[src/rtl/render_pkg.sv]
// Shared rendering-pipeline types: default stream geometry and the triangle record
// handed from the unpacker to the rasterization stage.
package render_pkg;

  localparam int unsigned DEF_DATA_W        = 32;
  localparam int unsigned DEF_WORDS_PER_REC = 3;
  localparam int unsigned TRI_REC_W         = 96;

  typedef logic [TRI_REC_W-1:0] tri_rec_t;

  typedef enum logic [0:0] {
    StEmpty,
    StFull
  } out_state_e;

endpackage

[src/rtl/triangle_unpack_if.sv]
// Word-in / record-out stream bundle for triangle_unpack; the slave modport is the
// unpacker itself, the master modport is the surrounding page logic.
interface triangle_unpack_if #(
  parameter int unsigned DATA_W        = 32,
  parameter int unsigned WORDS_PER_REC = 3
);
  localparam int unsigned REC_W = DATA_W * WORDS_PER_REC;

  logic [DATA_W-1:0] in_tdata;
  logic              in_tvalid;
  logic              in_tready;
  logic [REC_W-1:0]  out_tdata;
  logic              out_tvalid;
  logic              out_tready;

  modport master (
    output in_tdata, in_tvalid, out_tready,
    input  in_tready, out_tdata, out_tvalid
  );

  modport slave (
    input  in_tdata, in_tvalid, out_tready,
    output in_tready, out_tdata, out_tvalid
  );
endinterface

[src/rtl/triangle_unpack_tri_out_reg.sv]
// tri_out_reg: single-entry EMPTY/FULL holding register for assembled records; also
// produces the input stall term (last word arriving while a record is stuck).
module tri_out_reg import render_pkg::*; #(
  parameter int unsigned REC_W = TRI_REC_W
) (
  input  logic             clk,
  input  logic             reset,
  input  logic             load,
  input  logic [REC_W-1:0] load_data,
  input  logic             is_last,
  input  logic             out_tready,
  output logic [REC_W-1:0] out_tdata,
  output logic             out_tvalid,
  output logic             stall
);

  out_state_e       state_q, state_d;
  logic [REC_W-1:0] data_q;

  // A load while FULL only happens alongside a transfer, because stall blocks it otherwise.
  always_comb begin
    state_d = state_q;
    case (state_q)
      StEmpty: if (load) state_d = StFull;
      StFull:  if (out_tready && !load) state_d = StEmpty;
      default: state_d = StEmpty;
    endcase
  end

  always_ff @(posedge clk) begin
    if (reset) begin
      state_q <= StEmpty;
      data_q  <= '0;
    end else begin
      state_q <= state_d;
      if (load) data_q <= load_data;
    end
  end

  assign out_tvalid = (state_q == StFull);
  assign out_tdata  = data_q;
  assign stall      = is_last && out_tvalid && !out_tready;

endmodule

[src/rtl/triangle_unpack.sv]
// Packs WORDS_PER_REC consecutive input words into one registered record.
// Optional record counter enabled with `define TRI_UNPACK_CNT_EN.
module triangle_unpack import render_pkg::*; #(
  parameter int unsigned DATA_W        = DEF_DATA_W,
  parameter int unsigned WORDS_PER_REC = DEF_WORDS_PER_REC,
  parameter int unsigned CNT_W         = 16
) (
  input logic clk,
  input logic reset,
  triangle_unpack_if.slave bus
`ifdef TRI_UNPACK_CNT_EN
  ,
  output logic [CNT_W-1:0] rec_count
`endif
);

  localparam int unsigned REC_W = DATA_W * WORDS_PER_REC;
  localparam int unsigned IDX_W = $clog2(WORDS_PER_REC);
  localparam logic [IDX_W-1:0] LAST_IDX = IDX_W'(WORDS_PER_REC - 1);

  if (WORDS_PER_REC < 2 || WORDS_PER_REC > 8) begin : g_bad_words_per_rec
    $error("WORDS_PER_REC must be within 2..8");
  end

  logic [IDX_W-1:0]  idx_q, idx_d;
  logic              is_last;
  logic              stall;
  logic              word_acc;
  logic [DATA_W-1:0] slot_q [WORDS_PER_REC-1];
  logic [REC_W-1:0]  rec;

  assign is_last       = (idx_q == LAST_IDX);
  assign bus.in_tready = !stall;
  assign word_acc      = bus.in_tvalid && !stall;

  always_comb begin
    idx_d = idx_q;
    if (word_acc) idx_d = is_last ? '0 : idx_q + IDX_W'(1);
  end

  always_ff @(posedge clk) begin
    if (reset) idx_q <= '0;
    else       idx_q <= idx_d;
  end

  // Slots are never read before being written, so they carry no reset.
  always_ff @(posedge clk) begin
    for (int k = 0; k < WORDS_PER_REC - 1; k++) begin
      if (word_acc && idx_q == IDX_W'(k)) slot_q[k] <= bus.in_tdata;
    end
  end

  // The last word bypasses the slots and goes straight into the output register.
  always_comb begin
    rec = '0;
    for (int k = 0; k < WORDS_PER_REC - 1; k++) begin
      rec[k*DATA_W +: DATA_W] = slot_q[k];
    end
    rec[REC_W-1 -: DATA_W] = bus.in_tdata;
  end

  tri_out_reg #(
    .REC_W(REC_W)
  ) u_out_reg (
    .clk       (clk),
    .reset     (reset),
    .load      (word_acc && is_last),
    .load_data (rec),
    .is_last   (is_last),
    .out_tready(bus.out_tready),
    .out_tdata (bus.out_tdata),
    .out_tvalid(bus.out_tvalid),
    .stall     (stall)
  );

`ifdef TRI_UNPACK_CNT_EN
  logic [CNT_W-1:0] rec_count_q;

  always_ff @(posedge clk) begin
    if (reset) rec_count_q <= '0;
    else if (bus.out_tvalid && bus.out_tready) rec_count_q <= rec_count_q + CNT_W'(1);
  end

  assign rec_count = rec_count_q;
`else
  logic [CNT_W-1:0] unused_cnt_w;
  assign unused_cnt_w = '0;
`endif

endmodule

[src/flat_wrapper.sv]
// flat-port wrapper written by rule: the top's interface ports become plain ports
module triangle_unpack_flat import render_pkg::*;
#(
  parameter int unsigned DATA_W        = DEF_DATA_W,
  parameter int unsigned WORDS_PER_REC = DEF_WORDS_PER_REC,
  parameter int unsigned CNT_W         = 16
)
  (clk, reset, bus_in_tdata, bus_in_tvalid, bus_out_tready, bus_in_tready, bus_out_tdata, bus_out_tvalid);
  triangle_unpack_if #(.DATA_W(DATA_W), .WORDS_PER_REC(WORDS_PER_REC)) bus_i ();
  input logic clk;
  input logic reset;
  input wire logic [$bits(bus_i.in_tdata)-1:0] bus_in_tdata;
  input wire logic [$bits(bus_i.in_tvalid)-1:0] bus_in_tvalid;
  input wire logic [$bits(bus_i.out_tready)-1:0] bus_out_tready;
  output wire logic [$bits(bus_i.in_tready)-1:0] bus_in_tready;
  output wire logic [$bits(bus_i.out_tdata)-1:0] bus_out_tdata;
  output wire logic [$bits(bus_i.out_tvalid)-1:0] bus_out_tvalid;
  assign bus_i.in_tdata = bus_in_tdata;
  assign bus_i.in_tvalid = bus_in_tvalid;
  assign bus_i.out_tready = bus_out_tready;
  assign bus_in_tready = bus_i.in_tready;
  assign bus_out_tdata = bus_i.out_tdata;
  assign bus_out_tvalid = bus_i.out_tvalid;
  triangle_unpack #(.DATA_W(DATA_W), .WORDS_PER_REC(WORDS_PER_REC), .CNT_W(CNT_W)) u_core (.clk(clk), .reset(reset), .bus(bus_i));
endmodule
[config.mk]
export PLATFORM = sky130hd
export DESIGN_NAME = triangle_unpack_flat
export DESIGN_NICKNAME = d
export VERILOG_FILES = /design/src/rtl/render_pkg.sv /design/src/rtl/triangle_unpack_if.sv /design/src/rtl/triangle_unpack_tri_out_reg.sv /design/src/rtl/triangle_unpack.sv /design/src/flat_wrapper.sv
export SDC_FILE = /design/constraint.sdc
export NUM_CORES = 1
export LEC_CHECK = 0
export CAP_MARGIN = 5
export CORE_ASPECT_RATIO = 1.75
export CORE_UTILIZATION = 40
export CTS_CLUSTER_DIAMETER = 50
export DETAILED_ROUTE_END_ITERATION = 10
export GPL_ROUTABILITY_DRIVEN = 0
export PLACE_DENSITY = 0.75
export SETUP_SLACK_MARGIN = 0.2
export SYNTH_ARGS = -nofsm -noshare
export SYNTH_HDL_FRONTEND = slang
export SYNTH_SLANG_ARGS = --single-unit
[constraint.sdc]
create_clock -name clk -period 4.91 [get_ports clk]
set_clock_uncertainty 0.05 [all_clocks]
set_input_delay 0.982 -clock clk [delete_from_list [all_inputs] [get_ports clk]]
set_output_delay 0.982 -clock clk [all_outputs]
set_load 0.005 [all_outputs]
---- Yosys cells after proc, flatten, opt, wreduce, memory -nomap -nowiden ----
Memory sizes are Yosys's and may differ from the RTL's. A register that Yosys moved wholly into a read port is not among the register bits.
Cells that the tools add are included.
word-level totals
  bits in registers ....................... 99
  RAM bits ................................ 64
  input bits .............................. 36
  output and inout bits ................... 98
  memories ................................ 1
memory list
  memory         depth  width  read ports  clocked after Yosys merged registers in  write ports  RTL line               RTL
  u_core.slot_q  2      32     2           2                                        1            triangle_unpack.sv:29  logic [DATA_W-1:0] slot_q [WORDS_PER_REC-1];
cells by class
  add/sub/neg operators ................... 1
  eq/ne operators ......................... 2
  multiplexer cells ....................... 11
  bitwise logic cells ..................... 1
  reduce and logical (&&, ||, !) cells .... 12
operators with widths
  cell                                                  number
  2-to-1 mux 32 bit                                     1
  OR reduction 32 bit                                   1
  2-to-1 mux 1 bit                                      8
  logical AND 1 bit                                     7
  logical NOT 1 bit                                     3
  adder 2 x 1 -> 2 bit (second input constant)          1
  equality test 2 x 1 -> 1 bit (second input constant)  1
  equality test 2 bit (second input constant)           1
  logical NOT 2 bit                                     1
  2-to-1 mux 2 bit                                      1
  one-hot mux 1 bit (2 select lines)                    1
  NOT 1 bit                                             1

---- Depth between registers and ports, before layout ----
  depth in word-level cells ............... 10
  depth in mapped cells ................... 6

---- Hierarchy ----
A second synthesis with hierarchy kept.
second synthesis, totals
  cell total of the unflattened synthesis .. 393
  area total of the unflattened synthesis .. 5489.0 um^2
modules (own cells, without submodules)
  module           instances  cells an instance  area an instance (um^2)  sequential area each (um^2)
  tri_out_reg      1          316                3445.8                   1941.9
  triangle_unpack  1          77                 2043.2                   1961.9

---- Least setup slack after synthesis ----
OpenSTA, ideal clock, no wires.
  kind .................................... input-to-reg
  from .................................... input bus_in_tvalid
  to ...................................... memory u_core.slot_q[0][0] (enable)
  arrival time ............................ 3.403 ns
  data required time ...................... 4.390 ns
  slack ................................... 0.986 ns
  stages .................................. 1
  path buffers ............................ 0
  cell sequence ........................... nor3b_1
on the way
  word-level cells in the longest chain between the ends .. 6
  elaborated cells between the ends (all ways) .. 10
  those cells by class .................... 6 x mux; 4 x reduce/logical
RTL lines
  element                                 RTL line               RTL
  start: declaration                      flat_wrapper.sv:13     input wire logic [$bits(bus_i.in_tvalid)-1:0] bus_in_tvalid;
  logical AND 1 bit *                     triangle_unpack.sv:34  assign word_acc = bus.in_tvalid && !stall;
  logical AND 1 bit                       triangle_unpack.sv:49  if (word_acc && idx_q == IDX_W'(k)) slot_q[k] <= bus.in_tdata;
  2-to-1 mux 1 bit                        triangle_unpack.sv:49
  2-to-1 mux 1 bit (implied by the code)  triangle_unpack.sv:49
  OR reduction 32 bit (no line)           n/a
  2-to-1 mux 1 bit (no line)              n/a
  end: declaration                        triangle_unpack.sv:29
Every way passes the cells marked *; elsewhere a longest branch is shown, timed or not.

---- Final worst setup path ----
  from .................................... input bus_out_tready
  to ...................................... output bus_in_tready
on the way
  word-level cells in the longest chain between the ends .. 3
RTL lines
  element             RTL line                           RTL
  start: declaration  flat_wrapper.sv:14                 input wire logic [$bits(bus_i.out_tready)-1:0] bus_out_tready;
  logical NOT 1 bit   triangle_unpack_tri_out_reg.sv:42  assign stall = is_last && out_tvalid && !out_tready;
  logical AND 1 bit   triangle_unpack_tri_out_reg.sv:42
  logical NOT 1 bit   triangle_unpack.sv:33              assign bus.in_tready = !stall;
  end: declaration    flat_wrapper.sv:15                 output wire logic [$bits(bus_i.in_tready)-1:0] bus_in_tready;
No other way between the ends.

==> qor.txt <==
Max VDD drop: 0.000230 V
Cell leakage power: 2.78 nW
Routed len/inst: 15.2 um
CP max stage delay: 0.50 ns
Worst Path Arrival: 2.19 ns
Tightest Pin Transition: 1.09 ns
Post-synthesis instance total: 497
Rows: 60
Clock transition at path regs: 0.06 ns
Hold Crit Class: reg -> reg
Synth unique cells: 17
Setup TNS: 0 ns
Largest net degree at the start of global routing: 196
Final worst slack: 1.68 ns
Clock root buffer: clkbuf_16
MaxCap Viol Count: 0
Initial core utilization: 0.412
Int Pwr: 0.00231 W
Crit. End Element: output port
Syn_nets: 533
# Post-CTS Setup Buffers: 0
Worst slack at placement: 1.68 ns
Post-route ant nets: 0
Placed wire-length estimate: 7.92 mm
Post-synth top area cell: dfxtp_1
Top cells by count, synth: 194 x nand2b_1, 99 x dfxtp_1, 96 x mux2i_1, 64 x edfxtp_1, 21 x clkbuf_1
Area Growth Syn to Fin: 31.2%
Post-route core utilization: 0.540
Cell Chain, Critical Path: clkdlybuf4s50_1 -> nand2b_1 -> nand2b_1 -> clkdlybuf4s50_1
Diode count: 0
Vias/cell: 4.67
Status: finished, final reports clean
Cts hold-fix bufs: 0
CP max-delay cell: clkdlybuf4s50_1
CTS resizes: 0
Antenna violations before repair: 0
Avg Cell Area, Syn: 12.8 sq um
Ys flop type: dfxtp_1
Drt total wl: 12.4 mm
Initial DRC Count: 134
DR DRC count: 0
Clk Latency, worst-skew pair: 0.41 ns
Top post-synthesis cells by area: dfxtp_1 31%, edfxtp_1 30%, nand2b_1 19%
Post-synth EDFFs: 64
FFs w/ async S/R, synth: 0
Psw: 0.000636 W
Clock buffer depth: 2
Cell Pwr Density: 353 mW/mm^2
Slew headroom: 0.274
Fmax: 310 MHz
Core area: 0.0155 sq mm
Final setup violation count: 0
Vias in the first global route: 3,905
RSZ-0062 raised after global routing: false
Die width: 97.4 um
Final nets: 657
Sw Share: 0.216
Period minus WS final: 3.23 ns
Crit path kind: in -> out
Global Route Usage Sum: 0.155
First-pass GRT wire length: 19.9 mm
Seq cells post-synth: 163
Critical Path Fanout Max: 3
Clk sinks: 163
Layout cells sized above 1: 0.0599
Syn. warnings: 0
DRT Pass-1 Iters: 4
Power share of the clock group: 0.434
CTS tree: done
Final period utilization: 0.657
I/O pins: 134
Hold Fails Final Rpt: 0
Sequential share of power: 0.501
Max-slew violations: 0
Vias post-DR: 3,833
Global route overflow: 0
CTS buffer count: 17
PortBufs: 133
Sequential element share of the synthesized area: 0.613
Most frequent cell after synthesis: nand2b_1
Critical path data required time: 3.88 ns
Critical Path Start Type: input pin
Top cell type's share of synthesized area: 0.311
Chip height: 169 um
Combinational share of power: 0.065
Synthesized area: 0.00637 sq mm
Die Area: 0.0164 sq mm
CTS H-tree depth: 4
==> layout by cell type, fill, tap and decap left out, drive strengths merged <==
| master | Yosys | layout |
|---|---|---|
| clkinv | 0 | 3 |
| edfxtp | 64 | 64 |
| clkbuf | 21 | 22 |
| a21oi | 3 | 3 |
| clkdlybuf4s50 | 0 | 132 |
| and3 | 1 | 1 |
| nor2 | 2 | 2 |
| inv | 1 | 6 |
| a311oi | 1 | 1 |
| nand2b | 194 | 194 |
| clkinvlp | 0 | 1 |
| dfxtp | 99 | 99 |
| nand2 | 2 | 2 |
| buf | 11 | 5 |
| mux2i | 96 | 96 |
| nor3b | 1 | 1 |
| nor2b | 1 | 1 |
| bufinv | 0 | 1 |
==> flip-flops by register name, indices dropped and copies added (netlist names) <==
signal / count
u_core.idx_q: 2
bus_out_tdata: 64
u_core.u_out_reg.out_tdata: 32
u_core.u_out_reg.out_tvalid: 1
u_core.slot_q: 64
==> power by group through the flow <==
stage / registers [W] / clock network, W / logic [W]
after floorplan: 0.00151 / 0 / 0.000103
after global placement: 0.00150 / 0 / 0.000188
after detailed placement: 0.00151 / 0 / 0.000194
after CTS: 0.00148 / 0.00131 / 0.000194
after global routing: 0.00148 / 0.00137 / 0.000207
final: 0.00148 / 0.00128 / 0.000192
==> per-stage QoR <==
step	hold WS (ns)	power, W	area (sq um)	std cells
detailed placement	0.414	0.00170	7760	787
global route	0.444	0.00306	8360	820
global placement	0.409	0.00169	7760	787
floorplan	0.415	0.00161	6370	497
CTS	0.427	0.00298	8330	819
finish	0.422	0.00295	8360	820
==> cells by family after synthesis <==
family / after synthesis / synth area share
mux: 96 / 0.151
flops: 163 / 0.613
compound gates: 4 / 0.00373
buf+inv: 33 / 0.0356
simple gates: 201 / 0.197
==> critical path, delay by kind of cell <==
| kind | cells | cell delay, ns |
|---|---|---|
| buffers and inverters | 2 | 0.94 |
| and+or+nand+nor | 2 | 0.28 |
==> worst paths after layout <==
| kind | start | end | slack (ns) | depth (start not counted) |
|---|---|---|---|---|
| worst max-delay path | bus_out_tready | bus_in_tready | 1.68 | 4 |
| worst min-delay path | bus_out_tdata[5] | bus_out_tdata[5] | 0.42 | 2 |
| worst max register to register | u_core.idx_q[1] | bus_out_tdata[53] | 2.70 | 4 |
| worst min register to register | bus_out_tdata[5] | bus_out_tdata[5] | 0.42 | 2 |
==> area by class of cell <==
| class | instances | area [sq um] |
|---|---|---|
| clock buffer | 22 | 475 |
| fill | 1298 | 7110 |
| sequential | 163 | 3900 |
| multi-input combinational | 301 | 2250 |
| clock inverter | 10 | 95.1 |
| inverter | 1 | 3.75 |
| tap | 186 | 233 |
| timing repair buffer | 137 | 1390 |
==> layer usage <==
| layer | vias to the layer above | global-route usage | wire length (um) |
|---|---|---|---|
| met5 | - | 0 | 0 |
| met4 | 0 | 0.0703 | 320 |
| met3 | 20 | 0.0347 | 423 |
| met2 | 80 | 0.289 | 6930 |
| met1 | 1834 | 0.165 | 4780 |
| li1 | 1899 | - | - |
No activity file was read; power rests on OpenSTA's default activity.
